File: config.mk
export PLATFORM = sky130hd
export DESIGN_NAME = mem_arbiter
export DESIGN_NICKNAME = d
export VERILOG_FILES = /design/src/rtl/mem_arbiter.sv
export SDC_FILE = /design/constraint.sdc
export NUM_CORES = 1
export LEC_CHECK = 0
export CORE_MARGIN = 2
export CORE_UTILIZATION = 40
export DETAILED_ROUTE_END_ITERATION = 8
export GPL_TIMING_DRIVEN = 1
export PLACE_DENSITY_LB_ADDON = 0.1
export SYNTH_ARGS = -nofsm -noshare
export SYNTH_HDL_FRONTEND = slang
export SYNTH_SLANG_ARGS = --single-unit
File: constraint.sdc
create_clock -name clk -period 6.2 [get_ports clk]
set_clock_uncertainty 0.15 [all_clocks]
set_input_delay 1.86 -clock clk [delete_from_list [all_inputs] [get_ports clk]]
set_output_delay 1.86 -clock clk [all_outputs]
set_load 0.005 [all_outputs]
File: src/rtl/mem_arbiter.sv
// mem_arbiter: shares one main_memory port between the instruction-fetch
// client and the load/store client. Round-robin between the two clients, one
// memory access cycle per grant, registered one-cycle acknowledge.
//
//   state | meaning
//   IDLE  | no access in flight; arbitrate among both requests
//   SERVE | memory access cycle for the latched request of cur
//   RESP  | ack of cur is high; only the other client may be granted
module mem_arbiter #(
   parameter int width = 32
) (
   input  logic             clk,
   input  logic             rst,
   input  logic             if_req,
   input  logic [width-1:0] if_addr,
   output logic             if_ack,
   output logic [width-1:0] if_rdata,
   input  logic             d_req,
   input  logic             d_we,
   input  logic [width-1:0] d_addr,
   input  logic [width-1:0] d_wdata,
   output logic             d_ack,
   output logic [width-1:0] d_rdata,
   output logic [width-1:0] mem_read_address,
   input  logic [width-1:0] mem_read_data,
   output logic [width-1:0] mem_write_address,
   output logic [width-1:0] mem_write_data,
   output logic             mem_write_enable
);

   typedef enum logic [1:0] {IDLE, SERVE, RESP} state_t;

   state_t           state_q;
   logic             cur_q;          // 0 = IF, 1 = D
   logic             last_grant_q;
   logic [width-1:0] lat_addr_q;
   logic             lat_we_q;
   logic [width-1:0] lat_wdata_q;
   logic [width-1:0] if_rdata_q;
   logic [width-1:0] d_rdata_q;
   logic             if_ack_q;
   logic             d_ack_q;
   logic             mem_we_q;

   logic             elig_if;
   logic             elig_d;
   logic             grant_d;        // some client is granted at this edge
   logic             sel_d;          // which client: 0 = IF, 1 = D

   // Eligibility and round-robin choice; in RESP the client being acked is masked.
   always_comb begin
      elig_if = 1'b0;
      elig_d  = 1'b0;
      if (state_q == IDLE) begin
         elig_if = if_req;
         elig_d  = d_req;
      end else if (state_q == RESP) begin
         elig_if = if_req & cur_q;
         elig_d  = d_req & ~cur_q;
      end
      grant_d = elig_if | elig_d;
      sel_d   = (elig_if & elig_d) ? ~last_grant_q : elig_d;
   end

   // Arbiter FSM with registered acks and write enable.
   always_ff @(posedge clk or posedge rst) begin
      if (rst) begin
         state_q      <= IDLE;
         cur_q        <= 1'b0;
         last_grant_q <= 1'b1;
         lat_addr_q   <= '0;
         lat_we_q     <= 1'b0;
         lat_wdata_q  <= '0;
         if_rdata_q   <= '0;
         d_rdata_q    <= '0;
         if_ack_q     <= 1'b0;
         d_ack_q      <= 1'b0;
         mem_we_q     <= 1'b0;
      end else begin
         if_ack_q <= 1'b0;
         d_ack_q  <= 1'b0;
         mem_we_q <= 1'b0;
         case (state_q)
            IDLE, RESP: begin
               if (grant_d) begin
                  state_q      <= SERVE;
                  cur_q        <= sel_d;
                  last_grant_q <= sel_d;
                  lat_addr_q   <= sel_d ? d_addr : if_addr;
                  lat_we_q     <= sel_d & d_we;
                  lat_wdata_q  <= sel_d ? d_wdata : '0;
                  mem_we_q     <= sel_d & d_we;
               end else begin
                  state_q <= IDLE;
               end
            end
            SERVE: begin
               // Stores leave the client's read-data register untouched.
               if (!lat_we_q) begin
                  if (cur_q) d_rdata_q  <= mem_read_data;
                  else       if_rdata_q <= mem_read_data;
               end
               if (cur_q) d_ack_q  <= 1'b1;
               else       if_ack_q <= 1'b1;
               state_q <= RESP;
            end
            default: state_q <= IDLE;
         endcase
      end
   end

   assign if_ack            = if_ack_q;
   assign d_ack             = d_ack_q;
   assign if_rdata          = if_rdata_q;
   assign d_rdata           = d_rdata_q;
   assign mem_read_address  = lat_addr_q;
   assign mem_write_address = lat_addr_q;
   assign mem_write_data    = lat_wdata_q;
   assign mem_write_enable  = mem_we_q;

endmodule

# Word level (Yosys, flattened, before mapping)

Cells that the tools add are included.

Bits of input ports: 133
Bits in registers: 136
Output and inout bits: 163
Logic and storage cells: 41

Multiplexer cells: 15
Reduce and logical (&&, ||, !) cells: 5
Bitwise operators: 8
Equal/unequal tests: 2

Operator list:

| cell               | count |
|---|---|
| $mux 32            | 2 |
| $mux 1             | 12 |
| $reduce_and 3->1   | 2 |
| $and 1x1->1        | 4 |
| $pmux 2 s2         | 1 |
| $not 1->1          | 3 |
| $eq 2x1->1 const B | 1 |
| $eq 2x2->1 const B | 1 |
| $logic_not 2->1    | 1 |
| $reduce_and 2->1   | 1 |
| $reduce_or 2->1    | 1 |
| $or 1x1->1         | 1 |

# Longest topological paths before layout

Gate-level depths: netlist of the first run.

Word-level depth: 9
Gate-level depth with buffers: 6

# Worst setup path before layout of the first run

OpenSTA, ideal clock, no wires.

Kind: in2reg
Start point: input port d_req
End point: register lat_addr_q[0], in the netlist mem_read_address[0]
Setup time: 0.126 ns
Setup slack: 3.121 ns
Path buffers: 1
Data arrival time: 2.803 ns
Stages on the path: 4
Cell sequence: or3b_4 buf_6 and4_1 a221o_1

Longest elaborated chain between the ends: 6

RTL lines:

| item                 | RTL line | text |
|---|---|---|
| from (decl)          | 18       | `input logic d_req,` |
| $and 1x1->1          | 59       | `elig_d = d_req & ~cur_q;` |
| $mux 1               | 57       | `end else if (state_q == RESP) begin` |
| $mux 1 *             | 54       | `if (state_q == IDLE) begin` |
| $and 1x1->1          | 62       | `sel_d = (elig_if & elig_d) ? ~last_grant_q : elig_d;` |
| $mux 1               | 62       |  |
| $mux 32              | 89       | `lat_addr_q <= sel_d ? d_addr : if_addr;` |
| to (signal assigned) | 89       |  |
| to (decl)            | 36       | `logic [width-1:0] lat_addr_q;` |

Every way passes the cells marked *; elsewhere a longest branch is shown, timed or not.
A chain may end at the register's enable or synchronous reset.

# Final worst setup path of the first run

Start point: input port d_req
End point: register lat_wdata_q[6], in the netlist mem_write_data[6]

Longest elaborated chain between the ends: 6

RTL lines:

| item                 | RTL line | text |
|---|---|---|
| $and 1x1->1          | 59       |  |
| $mux 1               | 57       |  |
| $mux 1 *             | 54       |  |
| $and 1x1->1          | 62       |  |
| $mux 1               | 62       |  |
| $mux 32              | 91       | `lat_wdata_q <= sel_d ? d_wdata : '0;` |
| to (signal assigned) | 91       |  |
| to (decl)            | 38       | `logic [width-1:0] lat_wdata_q;` |

Marked as above.

==> summary by stage, run 1 <==
Floorplan
The starting density of the core is 0.405. The area of the core is 0.0138 sq mm. The width of the die is 122 microns. The number of cell rows is 43. During I/O placement, the number of pins put on the boundary was 296. The floorplan step set the die height to 122 microns. The area enclosed by the die boundary is 0.0149 sq mm.

Finish
The filler cell count in the final layout is 1083. The post-layout instance count excluding filler cells is 829. From synthesis to final layout, the design area changed by 62.0%. Across the whole layout, storage elements account for 0.00340 sq mm.

Of the cells placed in the final design, the portion with a size suffix greater than 1 is 0.153. 0 antenna diodes ended up in the layout. The library cell used most frequently in the layout, excluding fill and tap cells, is clkdlybuf4s50_1. At the end of the flow, the number of nets in the layout was 769. The final non-filler cell area is 0.00904 sq mm. Leaving out fill and tap cells, the most frequent cells in the layout are clkdlybuf4s50_1 (295), dfrtp_1 (135), mux2_2 (53), a22o_1 (33).

The area of the multi-input gates is 0.00177 sq mm.

Clocking
After clock tree synthesis, the clock-pin slew on the worst setup and hold paths is 0.06 ns. The root buffer cell is clkbuf_16. The number of clock sinks seen by CTS is 136. The number of H-tree levels is 4. In this run, post-CTS hold repair placed 0 buffers.

TritonCTS built the clock tree. The buffer count from post-CTS setup fixing is 0. The TritonCTS buffer count is 17. In this run the deepest clock path goes through 2 buffers. The worst-skew pair later-pin latency is 0.40 ns. Gates resized during post-CTS repair numbered 0.

Min path
Along the worst hold path, the cell count comes to 1. The worst hold path terminates at d_rdata[13]. The critical hold path startpoint is d_rdata[13]. The kind of path behind the tightest hold check is flip-flop to flip-flop.

Routing
The detailed router finished its first iteration with 202 violations. The total vias in the final route is 4161. In the routed design, unresolved DRC markers number 0. The pre-antenna-repair detailed-routing pass consisted of 4 iterations. The routed design has 15.1 mm of wire. The residual antenna-violating net count after detailed routing is 0. In the routed layout, each cell is associated on average with a via count of 5.02.

In the final routed layout, each cell accounts on average for 18.2 microns.

STA
The number of hold violations in the final report is 0. Setup violations remaining at the end of the flow were counted as 0. The transition time at the pin with the least slew margin is 1.11 ns. Setup repair after global routing left no endpoint under its margin.

The setup total negative slack is 0 ns. Dividing the final minimum period by the clock period gives 0.641. The final max-slew violation count is 0. The minimum setup slack in the final design is 2.23 ns. The maximum operating frequency is 252 MHz. The worst pin sits at a relative slew slack of 0.260. For the finished layout, the period the worst path requires is 3.97 ns.

Power
Across the VDD grid, the largest voltage drop is 0.226 mV. The power density over the cells is 532 mW/mm^2. The part of the power in combinational logic is 0.438. Of the total power, registers draw 0.339. The internal cell power is 3.45 mW.

The switching power is 1.36 mW. The share of total power dissipated in the clock network is 0.223. In this run the static leakage power is 3.79 nW.

Of the total power, the share spent switching nets is 0.282. Summing internal, switching and leakage power gives 4.81 mW.

Placement
The placement-stage cell area is 0.00841 sq mm. The number of buffers inserted by port buffering is 295. Including well taps, the total number of placed cells is 797. The final estimated routing congestion in global placement is 0.744. Prior to clock tree synthesis, the placed netlist has a worst setup slack of 1.83 ns. The half-perimeter wire length after detailed placement is 10.7 mm.

Synth
The number of unique standard cell types used by synthesis is 26. Of the synthesized area, sequential elements account for 0.610. The number of nets handed over by synthesis was 512. The total number of yosys warnings is 0. After synthesis, the mean cell area works out to 14.7 sq um. The flip-flop and latch count after synthesis is 136.

In this run, synthesis inferred 0 flip-flops with an integrated enable. In this run the cell area of the synthesized design comes to 0.00558 sq mm. Synthesis produced a netlist whose cell count is 379. The post-synthesis async set-or-reset flop share is 1.00. The most used flip-flop cell after synthesis is dfrtp_1.

Critical path
The stage delay of the slowest cell on the critical path is 0.97 ns. The kind of cell with the highest combined delay along the critical path is simple AND/OR/NAND/NOR gates. The source of the worst register-to-register timing path is cur_q. The launching element type of the critical path is an input pin.

The number of cells traversed by the worst register-to-register path is 4. The critical path class is input pin to flip-flop. For the worst setup path, the data arrival time is 4.16 ns.

The setup slack of the worst register-to-register path is 3.10 ns. The worst-path cell with the longest stage delay is and3_2. For the worst setup path, the data required time is 6.39 ns. The critical path goes through clkdlybuf4s50_1 > a21boi_2 > and3_2 > buf_4 > a22o_1. The buffering stage count on the worst path with inverters included is 2. The peak fanout along the critical path is 59.

STA classifies the critical path endpoint as a flip-flop. In this run the critical register-to-register path is captured at mem_write_data[11]. The number of cells on the critical path is 5.

Status
The run finished with clean final reports.

Global route
For this run, the total global-route usage over all layers was measured as 0.201. The number of antenna violations at the first check in global routing is 0. The global-route wire length before repair is 22.8 mm. The number of global-route vias before repair was 4350. Global routing finished with a remaining overflow of 0. The maximum number of pins on one net before global-route repair is 108.

Run
The max-cap check violation count is 0.
==> how the worst max path moves through the flow <==
stage               startpoint                 to  slack [ns]
floorplan                  rst              cur_q        0.55
global placement         d_req  mem_write_data[5]        1.95
detailed placement       d_req  mem_write_data[2]        1.83
CTS                      d_req  mem_write_data[6]        2.25
global route             d_req  mem_write_data[6]        2.12
finish                   d_req  mem_write_data[6]        2.23
==> per-stage QoR <==
stage | util | hold WS, ns
2_1_floorplan | - | 0.333
3_3_place_gp | 0.610 | 0.318
3_5_place_dp | 0.610 | 0.327
4_1_cts | 0.657 | 0.340
5_1_grt | 0.657 | 0.356
6_report | 0.657 | 0.334
==> sequential cells by signal, indices dropped and copies added, names as in the netlist, 2 cells and up <==
name	flops
state_q	2
if_rdata	32
d_rdata	32
mem_read_address	32
mem_write_data	32
==> cell families after synthesis <==
logic type	after synthesis	synth area share
compound gates	70	0.117
buf+inv	66	0.0791
flops	136	0.610
mux	64	0.129
simple gates	43	0.0650
==> power by group through the flow <==
| stage | Combinational [mW] | Sequential (mW) | Clock (mW) |
|---|---|---|---|
| floorplan | 0.942 | 1.63 | 0 |
| global placement | 2.10 | 1.63 | 0 |
| detailed placement | 2.14 | 1.64 | 0 |
| CTS | 2.14 | 1.64 | 1.09 |
| global route | 2.26 | 1.69 | 1.15 |
| finish | 2.11 | 1.63 | 1.07 |
==> final cells by class <==
cell class / count / area share
clock buffers: 20 / 0.0516
flip-flops and latches: 136 / 0.376
well taps: 180 / 0.0249
inverters: 4 / 0.00221
clock inverters: 12 / 0.0190
multi-input cells: 177 / 0.195
repair buffers: 300 / 0.331
==> synthesized netlist by cell type, types with 2 or more instances <==
cell type / n / share of area
a221o_1: 32 / 0.057
a22o_1: 33 / 0.052
and2_1: 2 / 0.0022
and4_1: 32 / 0.050
buf_2: 11 / 0.0099
buf_4: 40 / 0.054
buf_6: 4 / 0.0081
clkbuf_1: 7 / 0.0047
dfrtp_1: 135 / 0.60
inv_1: 4 / 0.0027
mux2_1: 11 / 0.022
mux2_2: 53 / 0.11
nand2b_1: 2 / 0.0022
==> layer usage <==
layer / GRT usage / vias to the layer above / wire (microns)
met2: 0.351 / 190 / 7820
met5: 0 / - / 0
met4: 0.0661 / 0 / 265
met1: 0.232 / 2037 / 5770
met3: 0.0688 / 16 / 1250
li1: - / 1918 / -
Note: power is estimated with default switching activity, not from simulation.
==> run 2, diff against run 1 <==
clock period = 3.9 ns   (was 6.2 ns; I/O delays follow)
==> run 2 against run 1 <==
Against the previous run:
- first-iteration DRC count grew 5.0%
- critical path depth did not move
- final cell count increased by 0.60%
- clock power increased by 52%
- count of clock-buffer cells in the layout up 4
- wire length up 0.47%
- worst hold slack improved by 0.0020 ns
- flip-flop and latch count stayed put
- utilization rose by 0.53 points
- largest power group unchanged
- sequential power up 60%
- highest routed layer unchanged
- critical path type unchanged
- via count rose by 2.0%
- design area up 0.80%
==> summary by stage, run 2 (synthesized netlist as in run 1, its figures left out) <==
Critical path
STA classifies the critical path endpoint as a flip-flop. The number of cells traversed by the worst register-to-register path came to 5 (+1). In this run the critical register-to-register path is launched from cur_q.

The critical path class is input pin to flip-flop. The number of cells on the critical path is 5 (unchanged). The critical path goes through clkdlybuf4s50_1 > a21boi_2 > o221ai_4 > buf_4 > a221o_1. The buffering stage count on the worst path with inverters included is 2 (unchanged). The setup slack of the worst register-to-register path is 1.68 ns (-1.42 ns). The arrival time reported for the critical path endpoint is 3.01 ns (-1.15 ns). The slowest stage of the critical path belongs to the cell clkdlybuf4s50_1.

The launching element type of the critical path is an input pin. The stage delay of the slowest cell on the critical path is 0.54 ns (-0.43 ns). The cell class contributing the biggest share of worst-path delay is compound AO/OA/AOI/OAI gates. The peak fanout along the critical path is 24 (-59%). The endpoint of the worst register-to-register path is mem_read_address[20].

The critical path data required time was 4.03 ns (-2.36 ns).

Min path
In this run the most critical hold path is launched from d_rdata[11]. The worst hold path cell count is 1 (unchanged). The worst hold path terminates at d_rdata[11].

The tightest min-delay check is of the flip-flop to flip-flop type.

Status
The flow ran to the end, and the final reports show no timing, DRC or antenna violations.

Finish
The number of nets at the end of the flow was 775 (+0.78%). The number of diodes is 0 (unchanged). The share of layout cells above drive strength 1 came to 0.156 (+0.00342). The post-layout utilization of the core is 0.662 (+0.00527). The growth of design area from synthesis to finish is 63.3%.

The most common cell after layout, fill and taps aside is clkdlybuf4s50_1. Leaving out fill and tap cells, the most frequent cells in the layout are clkdlybuf4s50_1 (295), dfrtp_1 (135), mux2_2 (53), a22o_1 (33). The final non-filler cell area is 0.00912 sq mm (+0.80%). The filler cell count in the final layout is 1075 (-0.74%).

Floorplan
The number of cell rows came to 43 (unchanged). The die extent in y is 122 microns (unchanged). The area of the core is 0.0138 sq mm (unchanged). The area enclosed by the die boundary is 0.0149 sq mm (unchanged). The number of top-level pins is 296 (unchanged). The width of the die was 122 microns (unchanged).

The starting density of the core is 0.405 (unchanged).

STA
The setup total negative slack is 0 ns (unchanged). The final max-slew violation count came to 0 (unchanged). The relative slew slack is 0.499 (+0.239). The minimum setup slack in the final design came to 1.02 ns (-1.21 ns).

The count of final setup violators was 0 (unchanged). The number of hold violations in the final report came to 0 (unchanged). The minimum clock period is 2.88 ns. In the finished design, the share of the clock period the worst path needs comes to 0.739.

The transition time at the pin with the least slew margin was 0.751 ns (-0.359 ns). Setup repair after global routing left no endpoint under its margin. The maximum operating frequency is 347 MHz.

Clocking
CTS placed an instance of clkbuf_16 at the clock tree root. The maximum buffer depth of the clock tree was 2 (unchanged). The quantity of gates resized following cts is 0 (unchanged).

The number of buffers added to fix hold violations after cts is 0 (unchanged). TritonCTS built the clock tree. The buffer count from post-CTS setup fixing is 0 (unchanged).

The number of H-tree levels is 4 (unchanged). The number of clock sinks seen by CTS was 136 (unchanged). The worst-skew pair later-pin latency is 0.40 ns (about the same). The TritonCTS buffer count is 17 (unchanged).

The clock-pin slew of the registers on the worst-case setup and hold paths is 0.05 ns (about the same).

Power
The total leakage power is 3.82 nW (+0.85%). The overall power came to 7.65 mW (+59%). The highest ir drop seen on vdd came to 0.417 mV (+84%). The power density over the cells is 839 mW/mm^2 (+58%).

Global route
The number of antenna violations at the first check in global routing was 0 (unchanged). The global-route wire length before repair is 22.9 mm (+0.49%). The maximum number of pins on one net before global-route repair is 56 (-48%). The number of global-route vias before repair was 4409 (+1.4%). The overall fraction of global-route tracks in use is 0.201 (about the same).

The aggregate global routing overflow came to 0 (unchanged).

Routing
The via-per-instance ratio is 5.09 (+1.4%). The total iterations of the first detailed-routing run was 4 (unchanged). The final routed wirelength across all metal layers came to 15.2 mm (+0.47%). The detailed-route DRC error count is 0 (unchanged).

The residual antenna-violating net count after detailed routing was 0 (unchanged). The number of violations reported at the end of detailed-routing iteration 0 is 212 (+5.0%). The total vias in the final route is 4246 (+2.0%). The per-cell routed wire length is 18.2 microns (-0.13%).

Placement
The half-perimeter wire length after detailed placement was 11.1 mm (+3.5%). The number of buffers inserted by port buffering is 295 (unchanged). The placement-stage cell area is 0.00850 sq mm (+1.1%).

The final estimated routing congestion in global placement is 0.821 (+10%). The worst setup slack after placement is 0.566 ns (-1.26 ns).

Run
The max-cap check violation count is 0 (unchanged).
==> run 2: cell count changes in the layout (fill, tap and decap cells not counted) <==
cell / delta
buf_12: +4
buf_4: +2
clkbuf_1: +2
clkbuf_8: +2
clkinv_2: -2
inv_6: -2
bufinv_16: -1
==> run 2: worst max-delay path by stage <==
stage | startpoint | endpoint
3_5_place_dp | d_req | mem_read_address[20]
5_1_grt | d_req | mem_read_address[28]
4_1_cts | d_req | mem_read_address[20]
6_report | d_req | mem_read_address[20]
2_1_floorplan | rst | cur_q
3_3_place_gp | d_req | mem_read_address[29]
==> run 2: report_power, final <==
group / internal (mW) / switching, mW / leakage, nW
Sequential: 2.14 / 0.471 / 1.67
Combinational: 2.28 / 1.13 / 1.85
Clock: 1.09 / 0.542 / 0.298
Total: 5.51 / 2.15 / 3.82
==> run 2: stage by stage <==
step	std cells	hold slack, ns
3_5_place_dp	803	0.325
6_report	834	0.336
4_1_cts	834	0.337
3_3_place_gp	803	0.316
5_1_grt	834	0.347
2_1_floorplan	379	0.333
==> run 2: cell type report <==
class | count | area, sq um | area share
clock buffer | 24 | 502 | 0.0550
clock inverter | 7 | 115 | 0.0126
inverter | 4 | 18.8 | 0.00206
multi-input combinational | 177 | 1770 | 0.194
sequential | 136 | 3400 | 0.373
tap | 180 | 225 | 0.0247
timing repair buffer | 306 | 3090 | 0.338
==> run 2: routing by layer <==
layer  share of wire  vias to the layer above  global-route usage
met5               0                        -                   0
met4           0.017                        0              0.0747
met3           0.073                       16              0.0637
met2            0.52                      198               0.344
met1            0.39                     2095               0.238
li1                -                     1937                   -
